`src/rtl/uart_tx_arbiter.sv`:
```
// uart_tx_arbiter
//   Round-robin arbiter that shares one UART transmitter among NUM_REQ byte
//   requesters. It picks the next requester after the last winner, latches
//   that requester's byte, and pulses Data_Valid. It then waits for the
//   transmitter's busy flag to rise and fall before it arbitrates again.
//
// Ports
//   CLK            clock (UART TX domain)
//   RST            synchronous, active-high reset
//   REQ            per-requester request level; held until ACK
//   REQ_DATA       packed bytes; byte i is at [i*DATA_WIDTH +: DATA_WIDTH]
//   ACK            one-hot, single-cycle pulse: the requester's byte has been consumed
//   TX_P_DATA      byte sent to the UART; holds its value between frames
//   TX_DATA_VALID  single-cycle Data_Valid pulse to the UART
//   TX_BUSY        busy flag from the UART
//   ERR            single-cycle pulse: TX_BUSY did not rise in time, frame abandoned
//
// Build option
//   UART_ARB_HDR_EN: each granted byte is preceded by a header byte that
//   carries the requester index.
module uart_tx_arbiter #(
    parameter int DATA_WIDTH   = 8,
    parameter int NUM_REQ      = 4,
    parameter int BUSY_TIMEOUT = 16
) (
    input  logic                          CLK,
    input  logic                          RST,
    input  logic [NUM_REQ-1:0]            REQ,
    input  logic [NUM_REQ*DATA_WIDTH-1:0] REQ_DATA,
    output logic [NUM_REQ-1:0]            ACK,
    output logic [DATA_WIDTH-1:0]         TX_P_DATA,
    output logic                          TX_DATA_VALID,
    input  logic                          TX_BUSY,
    output logic                          ERR
);

    localparam int PTR_W = (NUM_REQ > 1) ? $clog2(NUM_REQ) : 1;
    localparam int TMO_W = $clog2(BUSY_TIMEOUT + 1);
    localparam logic [PTR_W-1:0] LAST_IDX = PTR_W'(NUM_REQ - 1);
    localparam logic [TMO_W-1:0] TMO_LAST = TMO_W'(BUSY_TIMEOUT - 1);

    typedef enum logic [2:0] {
        S_IDLE,
`ifdef UART_ARB_HDR_EN
        S_HDR,
`endif
        S_SEND,
        S_WAIT_BUSY,
        S_WAIT_DONE
    } state_t;

    state_t                  state_q, state_d;
    logic [PTR_W-1:0]        sel_q, sel_d;
    logic [PTR_W-1:0]        ptr_q, ptr_d;
    logic [DATA_WIDTH-1:0]   tx_data_q, tx_data_d;
    logic [TMO_W-1:0]        tmo_cnt_q, tmo_cnt_d;
`ifdef UART_ARB_HDR_EN
    logic [DATA_WIDTH-1:0]   hold_q, hold_d;
    logic                    hdr_ph_q, hdr_ph_d;   // current frame is the header
`endif

    logic [PTR_W-1:0]        win;
    logic                    win_vld;
    logic [PTR_W-1:0]        idx;
    logic [DATA_WIDTH-1:0]   win_data;

    // Scan ptr+1, ptr+2, ... and wrap by an explicit compare, so a NUM_REQ
    // that is not a power of two never lands on an index that does not exist.
    always_comb begin
        win     = '0;
        win_vld = 1'b0;
        idx     = ptr_q;
        for (int k = 0; k < NUM_REQ; k++) begin
            idx = (idx == LAST_IDX) ? '0 : idx + PTR_W'(1);
            if (!win_vld && REQ[idx]) begin
                win     = idx;
                win_vld = 1'b1;
            end
        end
    end

    assign win_data = REQ_DATA[int'(win)*DATA_WIDTH +: DATA_WIDTH];

    always_comb begin
        state_d       = state_q;
        sel_d         = sel_q;
        ptr_d         = ptr_q;
        tx_data_d     = tx_data_q;
        tmo_cnt_d     = tmo_cnt_q;
`ifdef UART_ARB_HDR_EN
        hold_d        = hold_q;
        hdr_ph_d      = hdr_ph_q;
`endif
        ACK           = '0;
        TX_DATA_VALID = 1'b0;
        ERR           = 1'b0;

        case (state_q)
            S_IDLE: begin
                if (win_vld && !TX_BUSY) begin
                    sel_d = win;
                    ptr_d = win;
`ifdef UART_ARB_HDR_EN
                    tx_data_d = DATA_WIDTH'(win);
                    hold_d    = win_data;
                    hdr_ph_d  = 1'b1;
                    state_d   = S_HDR;
`else
                    tx_data_d = win_data;
                    state_d   = S_SEND;
`endif
                end
            end
`ifdef UART_ARB_HDR_EN
            S_HDR: begin
                TX_DATA_VALID = 1'b1;
                tmo_cnt_d     = '0;
                state_d       = S_WAIT_BUSY;
            end
`endif
            S_SEND: begin
                TX_DATA_VALID = 1'b1;
                ACK[sel_q]    = 1'b1;
                tmo_cnt_d     = '0;
                state_d       = S_WAIT_BUSY;
            end
            S_WAIT_BUSY: begin
                if (TX_BUSY) begin
                    state_d = S_WAIT_DONE;
                end else if (tmo_cnt_q == TMO_LAST) begin
                    // The UART never accepted the frame. In the plain build the
                    // byte has already been acknowledged. A header timeout leaves
                    // the request pending.
                    ERR     = 1'b1;
                    state_d = S_IDLE;
`ifdef UART_ARB_HDR_EN
                    hdr_ph_d = 1'b0;
`endif
                end else begin
                    tmo_cnt_d = tmo_cnt_q + TMO_W'(1);
                end
            end
            S_WAIT_DONE: begin
                if (!TX_BUSY) begin
`ifdef UART_ARB_HDR_EN
                    if (hdr_ph_q) begin
                        tx_data_d = hold_q;
                        hdr_ph_d  = 1'b0;
                        state_d   = S_SEND;
                    end else begin
                        state_d   = S_IDLE;
                    end
`else
                    state_d = S_IDLE;
`endif
                end
            end
            default: state_d = S_IDLE;
        endcase
    end

    always_ff @(posedge CLK) begin
        if (RST) begin
            state_q   <= S_IDLE;
            sel_q     <= '0;
            ptr_q     <= LAST_IDX;   // requester 0 wins first
            tx_data_q <= '0;
            tmo_cnt_q <= '0;
`ifdef UART_ARB_HDR_EN
            hold_q    <= '0;
            hdr_ph_q  <= 1'b0;
`endif
        end else begin
            state_q   <= state_d;
            sel_q     <= sel_d;
            ptr_q     <= ptr_d;
            tx_data_q <= tx_data_d;
            tmo_cnt_q <= tmo_cnt_d;
`ifdef UART_ARB_HDR_EN
            hold_q    <= hold_d;
            hdr_ph_q  <= hdr_ph_d;
`endif
        end
    end

    assign TX_P_DATA = tx_data_q;

endmodule

```
`config.mk`:
```
export PLATFORM = sky130hd
export DESIGN_NAME = uart_tx_arbiter
export DESIGN_NICKNAME = d
export VERILOG_FILES = /design/src/rtl/uart_tx_arbiter.sv
export SDC_FILE = /design/constraint.sdc
export NUM_CORES = 1
export LEC_CHECK = 0
export BUFFER_PORTS_ARGS = -buffer_cell sky130_fd_sc_hd__buf_4
export CAP_MARGIN = 20
export CORE_MARGIN = 2
export CORE_UTILIZATION = 45
export DETAILED_ROUTE_END_ITERATION = 8
export GPL_TIMING_DRIVEN = 1
export PLACE_DENSITY = 0.78
export SYNTH_ARGS = -nofsm -noshare
export SYNTH_HDL_FRONTEND = slang
export SYNTH_SLANG_ARGS = --single-unit
```
`constraint.sdc`:
```
create_clock -name CLK -period 2.3 [get_ports CLK]
set_clock_uncertainty 0.05 [all_clocks]
set_input_delay 0.23 -clock CLK [delete_from_list [all_inputs] [get_ports CLK]]
set_output_delay 0.23 -clock CLK [all_outputs]
set_load 0.03 [all_outputs]
```
==> results_dict.tcl, run 1 <==
set metrics [dict create \
    hold_slack_ns 0.171 \
    core_sq_mm 0.00241 \
    dp.cells 206 \
    syn_nets 167 \
    gr-total-overflow 0 \
    netlist_instances 125 \
    synthTopCellsByArea "dfxtp_1 34%, mux2i_1 15%, nand3b_1 6.7%" \
    wl_per_cell_um 14.1 \
    setup_slack_ns 0.110 \
    fp.dieH_um 54.0 \
    clkPwrFrac_pct 17.4 \
    crit_fanout 15 \
    peakVddDrop_mv 0.468 \
    cp-start-kind "flop" \
    layout.nets 224 \
    hold_path.class "primary input to flop" \
    die_w_um 54.0 \
    syn_area_per_cell_sq_um 8.99 \
    die_area_sq_mm 0.00291 \
    tns_ns 0 \
    syn_area_sq_mm 0.00112 \
    drtIter0Drc 18 \
    synth.mux.area_fraction_pct 15.1 \
    synth_top_area_share_pct 33.9 \
    rsz0062_at_grt "no" \
    post-route-period-util_pct 95.2 \
    fillers 216 \
    h-tree-depth 1 \
    place_area_sq_mm 0.00154 \
    cts_tree "yes" \
    grt_pass1_vias 1033 \
    combPwrFrac_pct 40.8 \
    p_int_mw 0.616 \
    grt_usage_pct 21.0 \
    num_io_pins 53 \
    crit_path_cell_trace "ha_1, or3b_1, a32o_2, nor2_8, buf_12, mux2i_1, o221ai_1" \
    crit_path_end_kind "flop" \
    yosys_warnings 0 \
    maxSlewHeadroom_pct 61.0 \
    clkLatencyLatePin_ns 0.29 \
    cts_made_buffers 3 \
    p_leak_nw 0.718 \
    switching_share_pct 34.6 \
    power_density_mw_per_mm2 592 \
    grt_pass1_wl_um 4470 \
    routabilityCongestion 0.771 \
    synth_fa_ha_area_share_pct 3.34 \
    finalCoreUtilization_pct 65.9 \
    syn2layout_area_growth_pct 41.4 \
    grt_max_degree 21 \
    cts.sink_count 19 \
    slowest_stage "dfxtp_1" \
    final_cell_mix "55 x buf_4, 19 x dfxtp_1, 17 x mux2i_1" \
    cp_data_arrival_time_ns 2.30 \
    hold_buffers 0 \
    synth_edf_count 0 \
    crit_required_ns 2.41 \
    ant_nets 0 \
    finalNonFillerCells 211 \
    yosysSeqAreaShare_pct 33.9 \
    clk_pin_slew_ns 0.10 \
    io_buffers 52 \
    final_common_cell "buf_4" \
    routed_wl_um 2980 \
    antenna_found_initial 0 \
    fmax_mhz 457 \
    slew_viol_final 0 \
    worst_slew_pin_slew_ns 0.579 \
    post-dp-hpwl_um 2320 \
    synth_ff_type "dfxtp_1" \
    async_flop_share_pct 0 \
    critPathKind "flop to flop" \
    diodes 0 \
    rows 18 \
    via_per_inst 5.55 \
    synth-xor-area-share_pct 0 \
    power_mw 0.941 \
    yosysTopAreaCell "dfxtp_1" \
    seqPwrFrac_pct 41.8 \
    drc_errors 0 \
    root_buffer "clkbuf_4" \
    max-clock-path-buffers 2 \
    slowest_delay_ns 0.37 \
    synth_seq_cells 19 \
    drive_above_1_share_pct 35.4 \
    initial_utilization_pct 46.6 \
    period_minus_slack_ns 2.19 \
    hold_viol 0 \
    post-place-ws_ns 0.0523 \
    cap_violations 0 \
    synthSimpleGateAreaFrac_pct 23.9 \
    synth.distinct_cells 32 \
    vias 1172 \
    setup_viol 0 \
    synth_top_family_by_area "simple AND/OR/NAND/NOR gates" \
    fin_area_sq_mm 0.00159 \
    outcome "complete, no violations" \
    p_switching_mw 0.325 \
    drt-pass1-iter-count 4 \
    synth_compound_area_share_pct 19.9 \
]
flip-flops by register name (all words and copies together) (netlist names):
signal     flops
TX_P_DATA      8
ptr_q          2
sel_q          2
state_q        2
tmo_cnt_q      5
critical path, delay by kind of cell, from the launching register on:
kind            cells  cell delay, ns
simple gates        2            0.47
flops               1            0.37
mux                 1            0.20
buf+inv             1            0.17
compound gates      2            0.47
fa+ha+maj           1            0.33
routing by layer:
metal	part of all wire (%)	GRT usage [%]
met3	4.1	5.28
met2	54	36.6
met4	0.34	4.58
met5	0	0
met1	41	25.9
cell type report:
class / count / area (sq um) / area share, %
clock buffer: 4 / 26.3 / 1.65
tap: 30 / 37.5 / 2.36
inverter: 3 / 11.3 / 0.709
timing repair buffer: 56 / 433 / 27.2
sequential: 19 / 380 / 23.9
multi-input combinational: 99 / 701 / 44.1
timing repair:
action	in CTS	in global routing
setup endpoints to repair	0	8
setup buffers	0	1
resized for setup	0	0
Yosys cell counts, types with 2 or more instances:
| library cell | instances |
|---|---|
| o221ai_1 | 8 |
| or3_1 | 2 |
| ha_1 | 3 |
| inv_1 | 3 |
| dfxtp_1 | 19 |
| a211oi_1 | 2 |
| nand3b_1 | 10 |
| o21ai_0 | 2 |
| nand2_1 | 9 |
| a21oi_1 | 10 |
| nand3_1 | 2 |
| nor2_1 | 15 |
| clkbuf_1 | 2 |
| and3_1 | 3 |
| nor3_1 | 2 |
| mux2i_1 | 17 |
path summary, 6_finish.rpt:
kind	from	to	slack, ns	cells past startpoint
worst max-delay path	ptr_q[0]	TX_P_DATA[6]	0.11	7
worst min-delay path	TX_BUSY	state_q[0]	0.17	3
worst max register to register	ptr_q[0]	TX_P_DATA[6]	0.11	7
worst min register to register	tmo_cnt_q[3]	tmo_cnt_q[3]	0.43	1
logic make-up (layout without fill, tap and decap cells):
kind of cell / after synthesis / in the layout
muxes: 17 / 17
and+or+nand+nor: 48 / 48
buffers and inverters: 7 / 63
AOI/OAI and AO/OA: 31 / 31
adders and majority gates: 3 / 3
DFF: 19 / 19
power by group through the flow:
stage	registers (mW)	logic (mW)	clock network [mW]
4_1_cts	0.392	0.372	0.172
2_1_floorplan	0.433	0.205	0
3_3_place_gp	0.396	0.359	0
3_5_place_dp	0.399	0.371	0
6_report	0.393	0.384	0.164
5_1_grt	0.397	0.414	0.187
Power figures use the tool's default switching activity.
==> inputs of run 2 (changes only) <==
ABC_AREA = 1   (was not set)
CORE_UTILIZATION = 50   (was 45)
PLACE_DENSITY = 0.79   (was 0.78)
==> run 2 against run 1 <==
  * First-iteration DRC count grew to 3.6 times the previous value
  * Combinational power grew to 7.2 times the previous value
  * Sequential cell count stayed put
  * Synthesized cell count is 110% higher
  * Sequential power is 46% higher
  * Via count is 53% higher
  * Cell count is 71% higher
  * Hold slack worse by 0.083 ns
  * Critical path type unchanged
  * Critical endpoint is now TX_P_DATA[4]
==> results_dict.tcl, run 2 <==
set metrics [dict create \
    synthTopCellsByArea "dfxtp_1 24%, nand2_1 17%, inv_1 14%" \
    via_per_inst 4.98 \
    synth_top_area_share_pct 24.0 \
    yosysTopAreaCell "dfxtp_1" \
    rsz0062_at_grt "no" \
    syn_nets 301 \
    setup_viol 0 \
    drc_errors 0 \
    final_common_cell "nand2_1" \
    cap_violations 0 \
    post-synth-top-count-cell "nand2_1" \
    antenna_found_initial 0 \
    syn_area_per_cell_sq_um 6.11 \
    cts_made_buffers 3 \
    wl_per_cell_um 10.7 \
    drtIter0Drc 65 \
    initial_utilization_pct 52.3 \
    grt_usage_pct 21.8 \
    r2r_end "TX_P_DATA[4]" \
    routabilityCongestion 0.913 \
    r2r-start "ptr_q[0]" \
    drt-pass1-iter-count 4 \
    cp_data_arrival_time_ns 2.25 \
    synthTopCellsByCount "72 x nand2_1, 59 x inv_1, 27 x nand3_1" \
    die_w_um 60.3 \
    async_flop_share_pct 0 \
    synth_edf_count 0 \
    netlist_instances 259 \
    slew_viol_final 0 \
    layout.nets 360 \
    grt_max_degree 20 \
    routed_wl_um 3850 \
    clkLatencyLatePin_ns 0.29 \
    slowest_delay_ns 0.42 \
    critPathKind "flop to flop" \
    slowest_stage "dfxtp_4" \
    peakVddDrop_mv 0.796 \
    synth_seq_cells 19 \
    yosys_warnings 0 \
    cts.sink_count 19 \
    finalNonFillerCells 361 \
    num_io_pins 53 \
    period_minus_slack_ns 2.10 \
    maxSlewHeadroom_pct 74.9 \
    crit_fanout 19 \
    synth.distinct_cells 28 \
    post-route-period-util_pct 91.5 \
    power_density_mw_per_mm2 1660 \
    die_area_sq_mm 0.00363 \
    finalCoreUtilization_pct 69.9 \
    worst_slew_pin_slew_ns 0.375 \
    max-clock-path-buffers 2 \
    p_leak_nw 1.19 \
    tns_ns 0 \
    crit_path_cell_trace "ha_4, inv_2, nand2_4, nand2_1, nand2_1, nand2_1, nand2_1, nor2_4, nand2_4, nand3_4, inv_4, nand3_1, nand2_1, inv_1" \
    post-place-ws_ns 0.0518 \
    gr-total-overflow 0 \
    drive_above_1_share_pct 28.4 \
    crit_top_cell "nand2_1" \
    diodes 0 \
    io_buffers 52 \
    fillers 261 \
    crit_path_start "ptr_q[0]" \
    cts_tree "yes" \
    syn_area_sq_mm 0.00158 \
    yosysSeqAreaShare_pct 24.0 \
    largest_reg_flops 8 \
    hold_viol 0 \
    fp.dieH_um 60.3 \
    dp.cells 353 \
    outcome "complete, no violations" \
    final_cell_mix "71 x nand2_1, 58 x inv_1, 57 x buf_4" \
    fmax_mhz 475 \
    endpoint "TX_P_DATA[4]" \
    rr_worst_depth 14 \
    crit_path_end_kind "flop" \
    hold_path.class "primary input to flop" \
    ant_nets 0 \
    root_buffer "clkbuf_4" \
    core_sq_mm 0.00303 \
    cp-start-kind "flop" \
    setup_slack_ns 0.195 \
    h-tree-depth 1 \
    crit_required_ns 2.45 \
    clk_pin_slew_ns 0.11 \
    rows 20 \
    synth_ff_type "dfxtp_1" \
    post-dp-hpwl_um 2930 \
    grt_pass1_wl_um 6210 \
    grt_pass1_vias 1570 \
    r2r_slack_ns 0.20 \
    syn2layout_area_growth_pct 33.7 \
    vias 1798 \
]
## run 2: changes by cell type in the layout (fill, tap and decap cells not counted), sizes merged, moves of 5 or more
cell and delta:
mux2i -17, inv +60, nor2 -6, nand3 +33
nand2 +72, o221ai -8, o21a +7, a21oi -5
nand4 +16, nand3b -10
## run 2: layout make-up
type	count	area (sq um)	area share, %
tap	44	55.1	2.60
multi-input combinational	174	980	46.3
timing repair buffer	57	428	20.2
sequential	19	384	18.2
inverter	63	241	11.4
clock inverter	1	5.00	0.237
clock buffer	3	22.5	1.06
## run 2: how the worst min path moves through the flow
stage | slack, ns | to | startpoint | cells after the start
global placement | 0.40 | tmo_cnt_q[3] | tmo_cnt_q[3] | 2
finish | 0.09 | sel_q[0] | RST | 2
CTS | 0.09 | sel_q[0] | RST | 2
global route | 0.08 | sel_q[0] | RST | 2
detailed placement | 0.41 | tmo_cnt_q[3] | RST | 2
floorplan | 0.25 | sel_q[0] | RST | 1
## run 2: through the flow
stage | power, mW | instance area (sq um) | hold slack [ns]
after floorplan | 2.59 | 1580 | 0.249
after global placement | 3.04 | 2020 | 0.399
after detailed placement | 3.07 | 2020 | 0.409
after CTS | 3.23 | 2040 | 0.0860
after global routing | 3.87 | 2120 | 0.0815
final | 3.52 | 2120 | 0.0880
## run 2: routing by layer
layer  routed length, um  vias up  track usage [%]
met1                1700      786             28.1
li1                    -      945                -
met2                1960       65             38.4
met4                   8        0             3.17
met3                 193        2             4.11
met5                   0        -                0
## run 2: critical path, delay by kind of cell, from the launching register on
| kind | cells | cell delay (ns) |
|---|---|---|
| fa+ha+maj | 1 | 0.18 |
| flops | 1 | 0.42 |
| simple gates | 10 | 1.08 |
| buf+inv | 3 | 0.27 |
## run 2: where the power goes
| group | leakage (nW) | switching [mW] | internal [mW] |
|---|---|---|---|
| Combinational | 1.01 | 1.80 | 0.982 |
| Clock | 0.0177 | 0.0984 | 0.0647 |
| Sequential | 0.156 | 0.112 | 0.462 |
## run 2: timing repair
action	CTS	global route
endpoints found under the hold margin	0	0
endpoints found under the setup margin	0	12
resized for setup	0	10
hold buffers	0	0
buffers inserted	0	1
## run 2: kinds of logic (layout without fill, tap and decap cells)
group / after synthesis / in the layout / synth area share (%)
AOI/OAI and AO/OA: 23 / 23 / 9.41
adders and majority gates: 3 / 3 / 2.37
buffers and inverters: 69 / 124 / 17.7
xor gates and xnor gates: 1 / 1 / 0.553
DFF: 19 / 19 / 24.0
and+or+nand+nor: 144 / 147 / 45.9
